<file path="src/rtl/pipelined_reduction_tree.sv">
// Pipelined adder tree reducing NUM_INPUTS words per beat, accumulating beat sums
// over in_last-delimited frames with saturating beat count and sticky overflow.
module pipelined_reduction_tree #(
    parameter int unsigned WORD_SIZE  = 8,
    parameter int unsigned NUM_INPUTS = 16,
    parameter int unsigned SIGNED     = 0,
    parameter int unsigned ACC_BITS   = 8
) (
    input  logic                                                  clk,
    input  logic                                                  rst_n,
    input  logic                                                  in_valid,
    output logic                                                  in_ready,
    input  logic [WORD_SIZE*NUM_INPUTS-1:0]                       in_data,
    input  logic                                                  in_last,
    output logic                                                  out_valid,
    input  logic                                                  out_ready,
    output logic [WORD_SIZE+$clog2(NUM_INPUTS)+ACC_BITS-1:0]      out_sum,
    output logic [ACC_BITS:0]                                     out_count,
    output logic                                                  out_overflow
);

    localparam int unsigned LEVELS = $clog2(NUM_INPUTS);
    localparam int unsigned SUM_W  = WORD_SIZE + LEVELS;
    localparam int unsigned OUT_W  = SUM_W + ACC_BITS;
    localparam int unsigned CNT_W  = ACC_BITS + 1;
    localparam int unsigned NODES  = 2 * NUM_INPUTS;

    logic                 en;
    // Heap-ordered tree: node i sums nodes 2i and 2i+1; leaves at NUM_INPUTS..NODES-1.
    logic [SUM_W-1:0]     tree [1:NODES-1];
    logic [LEVELS:0]      vld;
    logic [LEVELS:0]      lst;

    logic [OUT_W-1:0]     acc;
    logic [CNT_W-1:0]     cnt;
    logic                 ovf;

    logic [OUT_W-1:0]     root_ext;
    logic [OUT_W:0]       sum_wide;
    logic [OUT_W-1:0]     acc_nxt;
    logic [CNT_W-1:0]     cnt_nxt;
    logic                 ovf_hit;
    logic                 ovf_nxt;

    assign en       = ~out_valid | out_ready;
    assign in_ready = en;

    function automatic logic [SUM_W-1:0] ext_word(input logic [WORD_SIZE-1:0] w);
        if (SIGNED != 0) begin
            return {{LEVELS{w[WORD_SIZE-1]}}, w};
        end
        return {{LEVELS{1'b0}}, w};
    endfunction

    // Tree datapath: one level per stage, advancing only with the global enable.
    always_ff @(posedge clk) begin
        if (en) begin
            for (int i = 0; i < int'(NUM_INPUTS); i++) begin
                tree[int'(NUM_INPUTS) + i] <= ext_word(in_data[i*int'(WORD_SIZE) +: WORD_SIZE]);
            end
            for (int i = 1; i < int'(NUM_INPUTS); i++) begin
                tree[i] <= tree[2*i] + tree[2*i+1];
            end
        end
    end

    // Frame accumulation of the root sum.
    always_comb begin
        root_ext = {{ACC_BITS{1'b0}}, tree[1]};
        if (SIGNED != 0) begin
            root_ext = {{ACC_BITS{tree[1][SUM_W-1]}}, tree[1]};
        end
        sum_wide = {1'b0, acc} + {1'b0, root_ext};
        acc_nxt  = sum_wide[OUT_W-1:0];
        ovf_hit  = sum_wide[OUT_W];
        if (SIGNED != 0) begin
            ovf_hit = (acc[OUT_W-1] == root_ext[OUT_W-1]) && (acc_nxt[OUT_W-1] != acc[OUT_W-1]);
        end
        ovf_nxt  = ovf | ovf_hit;
        cnt_nxt  = (&cnt) ? cnt : cnt + CNT_W'(1);
    end

    always_ff @(posedge clk or negedge rst_n) begin
        if (!rst_n) begin
            vld          <= '0;
            lst          <= '0;
            acc          <= '0;
            cnt          <= '0;
            ovf          <= 1'b0;
            out_valid    <= 1'b0;
            out_sum      <= '0;
            out_count    <= '0;
            out_overflow <= 1'b0;
        end else if (en) begin
            vld       <= {vld[LEVELS-1:0], in_valid};
            lst       <= {lst[LEVELS-1:0], in_valid & in_last};
            out_valid <= vld[LEVELS] & lst[LEVELS];
            if (vld[LEVELS]) begin
                if (lst[LEVELS]) begin
                    out_sum      <= acc_nxt;
                    out_count    <= cnt_nxt;
                    out_overflow <= ovf_nxt;
                    acc          <= '0;
                    cnt          <= '0;
                    ovf          <= 1'b0;
                end else begin
                    acc <= acc_nxt;
                    cnt <= cnt_nxt;
                    ovf <= ovf_nxt;
                end
            end
        end
    end

endmodule

</file>
<file path="config.mk">
export PLATFORM = sky130hd
export DESIGN_NAME = pipelined_reduction_tree
export DESIGN_NICKNAME = d
export VERILOG_FILES = /design/src/rtl/pipelined_reduction_tree.sv
export SDC_FILE = /design/constraint.sdc
export NUM_CORES = 1
export LEC_CHECK = 0
export BUFFER_PORTS_ARGS = -buffer_cell sky130_fd_sc_hd__buf_4
export CAP_MARGIN = 20
export CORE_ASPECT_RATIO = 0.8
export CORE_MARGIN = 2
export CORE_UTILIZATION = 40
export CTS_BUF_LIST = sky130_fd_sc_hd__clkbuf_4
export DETAILED_ROUTE_END_ITERATION = 12
export GPL_TIMING_DRIVEN = 0
export HOLD_SLACK_MARGIN = 0.15
export PLACE_DENSITY_LB_ADDON = 0.3
export SLEW_MARGIN = 10
export SYNTH_ARGS = -nofsm -noshare
export SYNTH_HDL_FRONTEND = slang
export SYNTH_SLANG_ARGS = --single-unit
</file>
<file path="constraint.sdc">
create_clock -name clk -period 11.5 [get_ports clk]
set_input_delay 1.725 -clock clk [delete_from_list [all_inputs] [get_ports clk]]
set_output_delay 1.725 -clock clk [all_outputs]
set_load 0.05 [all_outputs]
</file>
**Yosys cells after proc, flatten, opt, wreduce, memory -nomap -nowiden**

Memory sizes are Yosys's and may differ from the RTL's.
Index checks and enable logic that the tools add are counted.

- Register bits: 71
- Bits in latches: 0
- RAM bits: 372
- Memory bits (read-only): 0
- Input bits: 133
- Output and inout port bits: 32
- Word-level logic and storage cells: 41
- Memories kept: 1

Memory list:

| memory | depth | width | rd ports | clocked after Yosys merged registers in | write ports | line | source |
|---|---|---|---|---|---|---|---|
| tree | 31 | 12 | 31 | 0 | 31 | 30 | `logic [SUM_W-1:0] tree [1:NODES-1];` |

- $add $sub $neg: 17
- Multiply operators: 0
- Div/mod/pow operators: 0
- Magnitude comparators: 0
- Eq/ne operators: 0
- Shift-type cells: 0
- Mux-type cells: 6
- Bitwise operators: 5
- Reduce and logical (&&, ||, !) cells: 3

Operators with widths:

| cell | count |
|---|---|
| 12-bit adder | 15 |
| 20-bit by 12-bit adder with 21-bit output | 1 |
| 20-bit 2-to-1 mux | 1 |
| 9-bit 2-to-1 mux | 2 |
| 9-bit by 1-bit adder with 9-bit output, second input constant | 1 |
| 9-bit AND reduction | 1 |
| 1-bit 2-to-1 mux | 3 |
| 3-bit AND reduction | 1 |
| 1-bit AND | 2 |
| 1-bit OR | 2 |
| 2-bit AND reduction | 1 |
| 1-bit NOT | 1 |

**Depth between registers and ports, before layout**

- Depth after elaboration: 4
- Depth in mapped cells: 9
- Gate-level depth less buffers: 9

**Worst setup path before layout**

No wires, ideal clock.

- Path kind: in2out
- From: input out_ready
- To: output in_ready
- Arrival: 10,049 ps
- Required time: 9,775 ps
- Setup slack: -274 ps
- Stages: 3
- Path buffers: 2
- Cell sequence: nand2b_1 > clkbuf_1 > clkbuf_1

- Longest elaborated chain between the ends: 1

Ends and longest elaborated chain:

| element | line | source |
|---|---|---|
| start: declaration | 16 | `input logic out_ready,` |
| 1-bit OR | 45 | `assign en = ~out_valid \| out_ready;` |
| end: declaration | 12 | `output logic in_ready,` |

No other way between the ends.

**Worst setup path in the final report**

Ends and elaborated chain as after synthesis.

==> qor.yml <==
run_status:
  run_status: "finished, final reports clean"
layout:
  mostFrequentLayoutCell: "edfxtp_1"
  synthToLayoutAreaGrowth_pct: 18.8
  final_cell_mix: "edfxtp_1, buf_4, ha_1, clkbuf_4, nand2_1"
  layout-drive-gt1-share: 0.212
  final_nets: 1798
placed_design:
  hpwl_mm: 20.8
  io_buffers: 164
  routabilityCongestion: 0.813
sta:
  fin_tns_setup_ns: 0
  maxSlewViolCount: 0
  fin_crit_sh: 0.469
  tightest_slew_ns: 0.904
  skew_ns: 0.0407
  finalSetupViolations: 0
  period_needed_ns: 5.39
  hold_viol_final: 0
  fmax_mhz: 186
  grt_setup_unrepaired: "false"
  max_slew_margin: 0.398
synthesis:
  synth_compound_area_frac: 0.0935
  synth_fa_ha_area_frac: 0.128
  synth_xor_area_frac: 0.0646
  yosysUniqueCellTypes: 53
  synthCells: 1246
  synth-simple-area-share: 0.0811
  async_flop_share: 0.206
  synth_mux_area_frac: 0.0138
  synth.net_count: 1539
  synth_area_per_cell_sq_um: 13.3
  ys_ff_latch: 345
  synth_edf_count: 274
  synth_area_sq_um: 16500
  yosysWarnings: 0
  synth_top_family_by_area: "adder cells"
  ys.flop_type: "edfxtp_1"
  seq_area_frac_synth: 0.605
global_route:
  grt_pass1_vias: 10300
  track_usage: 0.141
  antenna_found_initial: 2
  grt_max_degree: 106
  grt_overflow_total: 0
  grt_pass1_wl_mm: 48.5
routing:
  viasPerCell: 4.82
  wl_mm: 29.5
  drc: 0
  vias: 10200
  drtIter0Drc: 636
  antenna_left: 0
  wl_per_cell_microns: 13.9
  first_pass_iters: 4
setup_path:
  criticalPathCategory: "in2out"
  end_kind: "output port"
  required_ns: 9.78
  arrival_ns: 3.66
  cp-start-kind: "primary input"
  cp_max_fo: 92
clock_tree:
  post-cts-setup-buffers: 0
  cts_root_buffer: "clkbuf_4"
  cts_max_level: 3
  clock-sinks: 345
  cts_tree: "yes"
  cts_buffers: 91
  clk_latency_ns: 0.79
  cts_hold_buf: 0
  post_cts_resize_count: 0
  clkTransAtPathRegs_ns: 0.06
  clockBufferDepth: 3
power:
  peakVddDrop_uv: 92.5
  p_leak_nw: 8.30
  powerDensity_nw_per_um2: 301
  power_w: 0.00590
floorplan:
  rows: 66
  die_area_sq_um: 43000
  core_sq_um: 40700
  io_pins: 165
  start_util: 0.406
  die_y_microns: 186
  die_w_microns: 231
worst_hold_path:
  hold_path.class: "reg2reg"
job:
  cap_violations: 0
cell type report:
| cell class | instances | area (sq um) |
|---|---|---|
| Antenna cell | 3 | 7.51 |
| Clock inverter | 22 | 133 |
| Tap cell | 544 | 681 |
| Sequential cell | 345 | 10000 |
| Fill cell | 3626 | 21100 |
| Inverter | 44 | 165 |
| Timing Repair Buffer | 166 | 1290 |
| Buffer | 15 | 67.6 |
| Multi-Input combinational cell | 842 | 6300 |
| Clock buffer | 131 | 983 |
final timing paths:
check | slack [ns] | startpoint | depth (start not counted) | endpoint
hold / removal | 0.47 | out_count[8] | 2 | out_count[8]
hold reg to reg | 0.47 | out_count[8] | 2 | out_count[8]
max in group asynchronous | 9.81 | rst_n | 1 | out_sum[12]
setup reg to reg | 8.88 | tree[1][0] | 9 | acc[14]
min in group asynchronous | 1.09 | rst_n | 1 | out_count[3]
setup / recovery | 6.11 | out_ready | 6 | in_ready
state kept, by name (all words and copies together) (netlist names):
signal        cells
lst               5
out_overflow      1
vld               5
out_sum          20
out_valid         1
cnt               9
out_count         9
tree            274
ovf               1
acc              20
worst max-delay path, cell delays in order:
cell and delay, ns:
buf_4 0.07, nand2b_1 0.09, clkbuf_1 0.27, clkbuf_8 0.61, buf_16 0.41, buf_4 0.29
through the flow:
stage | std cells | utilization | instance area [sq um] | setup WS, ns | hold slack, ns
after floorplan | 1246 | - | 16500 | 3.99 | 0.445
after global placement | 1954 | 0.453 | 18400 | 1.95 | 0.452
after detailed placement | 1956 | 0.455 | 18500 | 6.08 | 0.458
after CTS | 2109 | 0.482 | 19600 | 6.07 | 0.472
after global routing | 2112 | 0.482 | 19600 | 5.95 | 0.506
final | 2112 | 0.482 | 19600 | 6.11 | 0.467
synthesized netlist by cell type, types with 5 or more instances:
master / n / area share
mux2i_1: 7 / 0.0042
and3_1: 5 / 0.0019
and2_1: 5 / 0.0019
o21a_1: 5 / 0.0023
edfxtp_1: 274 / 0.50
nor3_1: 27 / 0.0082
o21ai_0: 69 / 0.021
o31ai_1: 5 / 0.0023
fa_1: 16 / 0.019
nand2_1: 119 / 0.027
a21oi_1: 63 / 0.019
xor2_1: 22 / 0.012
nor2b_1: 16 / 0.0061
o41ai_1: 18 / 0.0095
nand3_1: 6 / 0.0018
nor2_1: 85 / 0.019
mux2_2: 14 / 0.0095
a211oi_1: 7 / 0.0032
nand2b_1: 13 / 0.0049
xnor2_1: 100 / 0.053
a22o_1: 8 / 0.0042
inv_1: 44 / 0.010
dfrtp_1: 71 / 0.11
a21o_1: 30 / 0.014
ha_1: 144 / 0.11
clkbuf_1: 14 / 0.0032
o21ai_1: 14 / 0.0042
cell families (layout without fill, tap and decap cells):
kind of cell,Yosys count,count (layout)
other,0,3
and+or+nand+nor,296,296
buffers and inverters,59,378
DFF,345,345
adders and majority gates,160,160
xor gates and xnor gates,122,122
muxes,21,21
AOI/OAI and AO/OA,243,243
power by group:
group	total (W)	internal, W	switching, W
registers	0.00224	0.00203	0.000203
logic	0.00263	0.00112	0.00151
clock network	0.00104	0.000543	0.000492
layer usage:
layer  track usage  share of wire  vias up
met1         0.184           0.48     4727
met4        0.0560          0.022        0
met3        0.0430          0.053       57
met2         0.220           0.45      214
li1              -              -     5178
met5             0              0        -
Note: power is estimated with default switching activity, not from simulation.
